## src/rtl/cla_pipe_adder.sv

```systemverilog
// Pipelined carry-lookahead adder/subtractor built from 4-bit CLA groups; one
// segment of WIDTH/STAGES bits resolves per stage, with optional signed saturation.
module cla_pipe_adder #(
  parameter int WIDTH  = 32,
  parameter int STAGES = 2
) (
  input  logic             clk,
  input  logic             rst,
  input  logic             in_valid,
  output logic             in_ready,
  input  logic [WIDTH-1:0] a,
  input  logic [WIDTH-1:0] b,
  input  logic             cin,
  input  logic             sub,
  input  logic             sat,
  output logic             out_valid,
  input  logic             out_ready,
  output logic [WIDTH-1:0] s,
  output logic             cout,
  output logic             ovf,
  output logic             pm,
  output logic             gm
);

  localparam int SEG = WIDTH / STAGES;
  localparam int NG  = SEG / 4;
  localparam int L   = STAGES - 1;
  localparam logic [WIDTH-1:0] MAX_POS = {1'b0, {(WIDTH-1){1'b1}}};
  localparam logic [WIDTH-1:0] MIN_NEG = {1'b1, {(WIDTH-1){1'b0}}};

  function automatic logic [3:0] cla4_sum(input logic [3:0] x, input logic [3:0] y,
                                          input logic c0);
    logic [3:0] p;
    logic [2:0] g;
    logic [3:0] c;
    p    = x ^ y;
    g    = x[2:0] & y[2:0];
    c[0] = c0;
    c[1] = g[0] | (p[0] & c0);
    c[2] = g[1] | (p[1] & g[0]) | (p[1] & p[0] & c0);
    c[3] = g[2] | (p[2] & g[1]) | (p[2] & p[1] & g[0]) | (p[2] & p[1] & p[0] & c0);
    return p ^ c;
  endfunction

  function automatic logic cla4_gen(input logic [3:0] x, input logic [3:0] y);
    logic [3:1] p;
    logic [3:0] g;
    p = x[3:1] ^ y[3:1];
    g = x & y;
    return g[3] | (p[3] & g[2]) | (p[3] & p[2] & g[1]) | (p[3] & p[2] & p[1] & g[0]);
  endfunction

  // Stage inputs: stage 0 reads the ports, stage k reads the registers of stage k-1
  logic [STAGES-1:0][WIDTH-1:0] w_a, w_b, w_sum;
  logic [STAGES-1:0]            w_ci, w_p, w_g, w_sat, w_v;
  logic [STAGES-1:0][SEG-1:0]   w_seg_sum;
  logic [STAGES-1:0]            w_seg_co, w_seg_p, w_seg_g;

  logic [STAGES-1:0][WIDTH-1:0] r_a, r_b, r_sum;
  logic [STAGES-1:0]            r_c, r_p, r_g, r_sat, r_valid;

  logic             w_adv;
  logic [WIDTH-1:0] w_raw;
  logic             w_amsb, w_bmsb, w_ovf;
  logic             w_unused;

  genvar gi, gj;
  generate
    for (gi = 0; gi < STAGES; gi++) begin : g_stage
      localparam int LO = gi * SEG;
      logic [NG-1:0] w_gp, w_gg;
      logic [NG:0]   w_gc;
      logic          w_sg;

      if (gi == 0) begin : g_head
        assign w_a[gi]   = a;
        assign w_b[gi]   = sub ? ~b : b;
        assign w_sum[gi] = '0;
        assign w_ci[gi]  = sub | cin;
        assign w_p[gi]   = 1'b1;
        assign w_g[gi]   = 1'b0;
        assign w_sat[gi] = sat;
        assign w_v[gi]   = in_valid;
      end else begin : g_body
        assign w_a[gi]   = r_a[gi-1];
        assign w_b[gi]   = r_b[gi-1];
        assign w_sum[gi] = r_sum[gi-1];
        assign w_ci[gi]  = r_c[gi-1];
        assign w_p[gi]   = r_p[gi-1];
        assign w_g[gi]   = r_g[gi-1];
        assign w_sat[gi] = r_sat[gi-1];
        assign w_v[gi]   = r_valid[gi-1];
      end

      for (gj = 0; gj < NG; gj++) begin : g_grp
        assign w_gp[gj] = &(w_a[gi][LO+gj*4 +: 4] ^ w_b[gi][LO+gj*4 +: 4]);
        assign w_gg[gj] = cla4_gen(w_a[gi][LO+gj*4 +: 4], w_b[gi][LO+gj*4 +: 4]);
        assign w_seg_sum[gi][gj*4 +: 4] =
          cla4_sum(w_a[gi][LO+gj*4 +: 4], w_b[gi][LO+gj*4 +: 4], w_gc[gj]);
      end

      // Lookahead carry unit: each group carry is a flat sum of products, no ripple
      always_comb begin : lcu
        logic gen_acc;
        logic term;
        logic pall;
        gen_acc = 1'b0;
        term    = 1'b0;
        pall    = 1'b0;
        w_gc    = '0;
        w_gc[0] = w_ci[gi];
        for (int j = 0; j < NG; j++) begin
          gen_acc = 1'b0;
          for (int i = 0; i <= j; i++) begin
            term = w_gg[i];
            for (int m = i + 1; m <= j; m++) term = term & w_gp[m];
            gen_acc = gen_acc | term;
          end
          pall = w_ci[gi];
          for (int m = 0; m <= j; m++) pall = pall & w_gp[m];
          w_gc[j+1] = gen_acc | pall;
        end
        w_sg = gen_acc;
      end

      assign w_seg_co[gi] = w_gc[NG];
      assign w_seg_p[gi]  = &w_gp;
      assign w_seg_g[gi]  = w_sg;
    end
  endgenerate

  assign w_adv    = !r_valid[L] | out_ready;
  assign in_ready = w_adv;

  always_ff @(posedge clk) begin
    if (rst) begin
      r_valid <= '0;
    end else if (w_adv) begin
      for (int k = 0; k < STAGES; k++) begin
        r_valid[k] <= w_v[k];
        r_a[k]     <= w_a[k];
        r_b[k]     <= w_b[k];
        r_sum[k]   <= w_sum[k];
        r_sum[k][k*SEG +: SEG] <= w_seg_sum[k];
        r_c[k]     <= w_seg_co[k];
        r_p[k]     <= w_p[k] & w_seg_p[k];
        r_g[k]     <= w_seg_g[k] | (w_seg_p[k] & w_g[k]);
        r_sat[k]   <= w_sat[k];
      end
    end
  end

  // Only the operand sign bits matter once every segment is resolved
  assign w_unused = ^{r_a[L][WIDTH-2:0], r_b[L][WIDTH-2:0]};

  assign w_raw  = r_sum[L];
  assign w_amsb = r_a[L][WIDTH-1];
  assign w_bmsb = r_b[L][WIDTH-1];
  assign w_ovf  = (w_amsb == w_bmsb) & (w_raw[WIDTH-1] != w_amsb);

  assign out_valid = r_valid[L];

  always_comb begin
    s = '0;
    if (out_valid) begin
      if (r_sat[L] & w_ovf) s = w_amsb ? MIN_NEG : MAX_POS;
      else                  s = w_raw;
    end
  end

  assign cout = out_valid & r_c[L];
  assign ovf  = out_valid & w_ovf;
  assign pm   = out_valid & r_p[L];
  assign gm   = out_valid & r_g[L];

endmodule

```

## config.mk

```make
export PLATFORM = sky130hd
export DESIGN_NAME = cla_pipe_adder
export DESIGN_NICKNAME = d
export VERILOG_FILES = /design/src/rtl/cla_pipe_adder.sv
export SDC_FILE = /design/constraint.sdc
export NUM_CORES = 1
export LEC_CHECK = 0
export BUFFER_PORTS_ARGS = -buffer_cell sky130_fd_sc_hd__buf_2
export CAP_MARGIN = 15
export CELL_PAD_IN_SITES_DETAIL_PLACEMENT = 0
export CELL_PAD_IN_SITES_GLOBAL_PLACEMENT = 1
export CORE_ASPECT_RATIO = 2
export CORE_MARGIN = 10
export CORE_UTILIZATION = 47
export CTS_CLUSTER_SIZE = 30
export DETAILED_ROUTE_END_ITERATION = 16
export PLACE_DENSITY = 0.87
export SKIP_CTS_REPAIR_TIMING = 1
export SYNTH_ARGS = -nofsm -noshare
export SYNTH_HDL_FRONTEND = slang
export SYNTH_SLANG_ARGS = --single-unit
export TNS_END_PERCENT = 20
```

## constraint.sdc

```tcl
create_clock -name clk -period 10.3 [get_ports clk]
set_input_delay 1.545 -clock clk [delete_from_list [all_inputs] [get_ports clk]]
set_output_delay 1.545 -clock clk [all_outputs]
set_load 0.03 [all_outputs]
```

Yosys cells after proc, flatten, opt, wreduce, memory -nomap -nowiden
Cells that the tools add are included.
W data, S select, Z words.
{ "word_totals": {"regBits": 186, "input_bits": 71, "out_inout_bits": 38, "wordCells": 306} }
{ "op_classes": {"n_eq_ne": 2, "n_mux": 4, "n_bitwise": 277, "n_reduce_logical": 12} }
{ "ops": {"columns": ["operator", "n"], "rows": [
  ["$and A1 B1 Y1", 140],
  ["$mux W32", 4],
  ["$or A1 B1 Y1", 95],
  ["$xor A4 B4 Y4", 16],
  ["$and A4 B4 Y4", 8],
  ["$not A32 Y32", 1],
  ["$reduce_and A16 Y1", 2],
  ["$reduce_and A4 Y1", 8],
  ["$and A3 B3 Y3", 8],
  ["$xor A3 B3 Y3", 8],
  ["$reduce_and A2 Y1", 1],
  ["$eq A1 B1 Y1", 1],
  ["$logic_not A1 Y1", 1],
  ["$ne A1 B1 Y1", 1],
  ["$not A1 Y1", 1]
]} }

Logic depth before layout (Yosys ltp)
{ "logic_depth": {"word_depth": 15, "depth_mapped": 11, "mapped_depth_nobuf": 9} }

Least setup slack after synthesis
Ideal clock, no wire load.
{ "synth_path": {"path_type": "input to register", "startpoint": "input port out_ready", "endpoint": "register r_a[16] (netlist name), enable pin", "setup_time_ns": 0.539, "arrival_ns": 5.360, "required_ns": 9.761, "path_slack_ns": 4.401, "path_stages": 2, "n_path_buf": 0, "cell_sequence": "nor2b_1 nor2_1"} }
{ "synth_via": {"elab_chain_len": 2} }
{ "synth_rtl": {"columns": ["element", "line_no", "rtl"], "rows": [
  ["start, declared", "17", "input logic out_ready,"],
  ["$or A1 B1 Y1", "132", "assign w_adv = !r_valid[L] | out_ready;"],
  ["$reduce_and A2 Y1 (no source line)", null, null],
  ["end signal, assigned by index", "141", "r_a[k] <= w_a[k];"],
  ["end, declared", "59", "logic [STAGES-1:0][WIDTH-1:0] r_a, r_b, r_sum;"]
]} }
No other way between the ends.
A chain may end at the register's enable or synchronous reset.

Worst setup path in the final report
{ "layout_path": {"startpoint": "register r_b[63] (netlist name)", "endpoint": "output port s[15]"} }
{ "layout_via": {"elab_chain_len": 5} }
{ "layout_rtl": {"columns": ["element", "line_no", "rtl"], "rows": [
  ["start, declared", "59", null],
  ["start signal, assigned by index", "142", "r_b[k] <= w_b[k];"],
  ["$eq A1 B1 Y1", "159", "assign w_ovf = (w_amsb == w_bmsb) & (w_raw[WIDTH-1] != w_amsb);"],
  ["$and A1 B1 Y1", "159", null],
  ["$and A1 B1 Y1", "166", "if (r_sat[L] & w_ovf) s = w_amsb ? MIN_NEG : MAX_POS;"],
  ["$mux W32", "166", null],
  ["$mux W32", "165", "if (out_valid) begin"],
  ["end, declared", "18", "output logic [WIDTH-1:0] s,"]
]} }
No other way between the ends.

==> summary.md <==
| Metric | Value |
|---|---|
| Final TNS setup | `0 ns` |
| Crit path required time | `8.76 ns` |
| Multi-input gate area | `0.00225 sq mm` |
| Clock slew at reported path FFs | `0.06 ns` |
| Post-Place Cells | `654` |
| RSZ-0062 raised after global routing | `no` |
| Clk root buf | `clkbuf_16` |
| Drt total wl | `11000 um` |
| Yosys cell types | `49` |
| Ratio of final minimum period to clock period | `42.1%` |
| Syn Nets | `534` |
| DRC viols | `0` |
| DR WL/cell | `16.4 um` |
| Most frequent cells after synthesis | `90 x edfxtp_1, 50 x nand2_1, 40 x xor2_1` |
| Diodes inserted | `0` |
| Vias in the first global route | `3798` |
| Io pins | `109` |
| Max Slew Vio Count | `0` |
| Fin cells | `671` |
| Synth Instances | `423` |
| Top-count cell post-synth | `edfxtp_1` |
| Largest net degree at the start of global routing | `91` |
| Fin Clk Skew | `0.00602 ns` |
| GRT overflow | `0` |
| Nature of the critical path endpoint | `primary output` |
| Startpoint types | `flop` |
| Hold Path Class | `flop to flop` |
| Antenna violations before repair | `0` |
| Worst Tran Pin Value | `1.13 ns` |
| Post-synth top area share | `52.7%` |
| Ys async rst share | `0%` |
| Area growth syn-to-layout | `18.9%` |
| Total GRT Usage | `14.1%` |
| Via count | `3488` |
| TritonCTS Buffers | `9` |
| Iteration-0 DRC Markers | `235` |
| Slew HR | `24.9%` |
| CP cell instances | `nand2b_1 -> o22ai_1 -> nand2_1 -> or2_1 -> a21boi_0 -> buf_2` |
| Final setup vio count | `0` |
| Max clock buf depth | `2` |
| DR pass1 iterations | `4` |
| Die width | `93.9 um` |
| Share of layout cells above drive strength 1 | `24.9%` |
| Global placer's final weighted congestion | `0.869` |
| Fin. Hold Viols | `0` |
| Power density cells | `167 mW/mm^2` |
| Vias/cell | `5.20` |
| First-pass GRT wire length | `17700 um` |
| Filler Cell Count | `937` |
| Critical path's largest stage delay | `0.74 ns` |
| WS Path Type | `flop to primary output` |
| Max Cap Viol | `0` |
| Post-synth top area cell | `edfxtp_1` |
| Core ar. | `0.0106 sq mm` |
| Vert. Die Dim | `168 um` |
| Synth Flop Type | `edfxtp_1` |
| Ranking of synthesized cells by area | `edfxtp_1 53%, ha_1 7.8%, xor2_1 6.8%` |
| Full die area | `0.0157 sq mm` |
| Yosys reg bits | `92` |
| Starting Density | `48.3%` |
| Latest clock arrival within the worst-skew pair | `0.33 ns` |
| Fin nets | `640` |
| Seq. cell area | `0.00274 sq mm` |
| CP Data Arrival Time | `2.80 ns` |
| Cell Rows | `53` |
| CP max stage cell | `or2_1` |
| EDFF count, synth | `90` |
| Worst vdd ir | `0.0895 mV` |
| ANT nets after route | `0` |
| Clock sink total | `92` |
| Port Buf Inserts | `108` |
| Crit path max fanout | `31` |
| Mapped Avg Cell Area | `12.1 sq um` |
| Yosys Warn Count | `0` |
| CTS tree | `built` |
| Max Clk Rate | `230 MHz` |
| Depth of the CTS H-tree | `3` |
| Post-DP HPWL | `8400 um` |
| Status | `finished clean` |
| Tmin final | `4.34 ns` |
| Synth Cell Area | `0.00513 sq mm` |
| Sequential share of the synthesized area | `53.5%` |
| Leakage power | `2.66 nW` |
[per-stage QoR]
stage               util (%)  power (mW)  hold slack (ns)  worst slack [ns]  instance area (sq um)
finish                  57.5        1.02            0.416              5.96                   6100
global route            57.5        1.07            0.424              5.69                   6100
CTS                     57.2        1.02            0.419              5.44                   6070
detailed placement      54.6       0.712            0.405              5.65                   5790
global placement        54.6       0.703            0.403              5.75                   5790
floorplan                  -       0.652            0.400              4.40                   5130
[path summary, 6_finish.rpt]
path,cells after the start,slack (ns),end,startpoint
setup / recovery,6,5.96,s[15],r_b[63]$_DFFE_PP_
hold / removal,0,0.42,w_raw[1]$_DFFE_PP_,r_sum[1]$_DFFE_PP_
setup reg to reg,7,7.81,w_raw[28]$_DFFE_PP_,r_a[21]$_DFFE_PP_
hold reg to reg,0,0.42,w_raw[1]$_DFFE_PP_,r_sum[1]$_DFFE_PP_
[final cells by class]
type                            count  area share (%)
Timing Repair Buffer              110            9.44
Clock inverter                      3           0.615
Sequential cell                    92            45.0
Clock buffer                       13            3.94
Multi-Input combinational cell    295            36.9
Tap cell                          137            2.81
Inverter                           21            1.29
[cell usage in the layout, fill, tap and decap left out, types with 2 or more instances in the layout]
cell	instances
and3_1	8
buf_2	108
nand2_1	50
nor3_1	3
a21boi_1	6
a21o_1	5
nand2b_1	5
a21boi_0	25
nor2_1	12
o221ai_2	2
inv_1	21
fa_1	8
o2111ai_1	2
a21bo_2	2
o21a_1	4
o211ai_1	3
edfxtp_1	90
xor2_1	40
nand3_1	5
nor2b_1	6
mux2i_1	3
clkinv_1	2
dfxtp_1	2
and2_1	5
o21ai_0	10
clkbuf_16	9
nor2_4	2
nand4_1	3
a31oi_1	2
a21oi_1	23
xnor2_1	11
clkbuf_1	4
ha_1	32
[registers in the layout, indices dropped and copies added (netlist names), 16 cells and up]
signal,count
r_b,17
r_a,17
w_raw,32
r_sum,16
[report_power, final]
group	switching, mW	total [mW]	internal, mW
combinational	0.127	0.216	0.0896
sequential	0.0156	0.489	0.474
clock	0.124	0.311	0.187
total	0.266	1.02	0.750
[logic make-up (layout without fill, tap and decap cells)]
kind of cell               after synthesis  in the layout  synth area share [%]
AOI/OAI and AO/OA                       94             94                  13.3
xor gates and xnor gates                51             51                  8.71
adders and majority gates               40             40                  10.9
buffers and inverters                   36            147                  2.73
DFF                                     92             92                  53.5
muxes                                    3              3                 0.586
and+or+nand+nor                        107            107                  10.3
[critical path: cells and delay by family, from the launching register on]
family	cells	cell delay (ns)
and+or+nand+nor	3	1.28
buffers and inverters	1	0.26
AOI/OAI and AO/OA	2	0.55
DFF	1	0.38
[per-layer routing]
metal	part of all wire [%]	track usage [%]	up-vias
met5	0	0	-
met4	2.6	6.51	0
met3	4.3	2.78	19
met2	56	26.2	99
met1	37	14.3	1629
li1	-	-	1741
(Power assumes the default switching activity.)
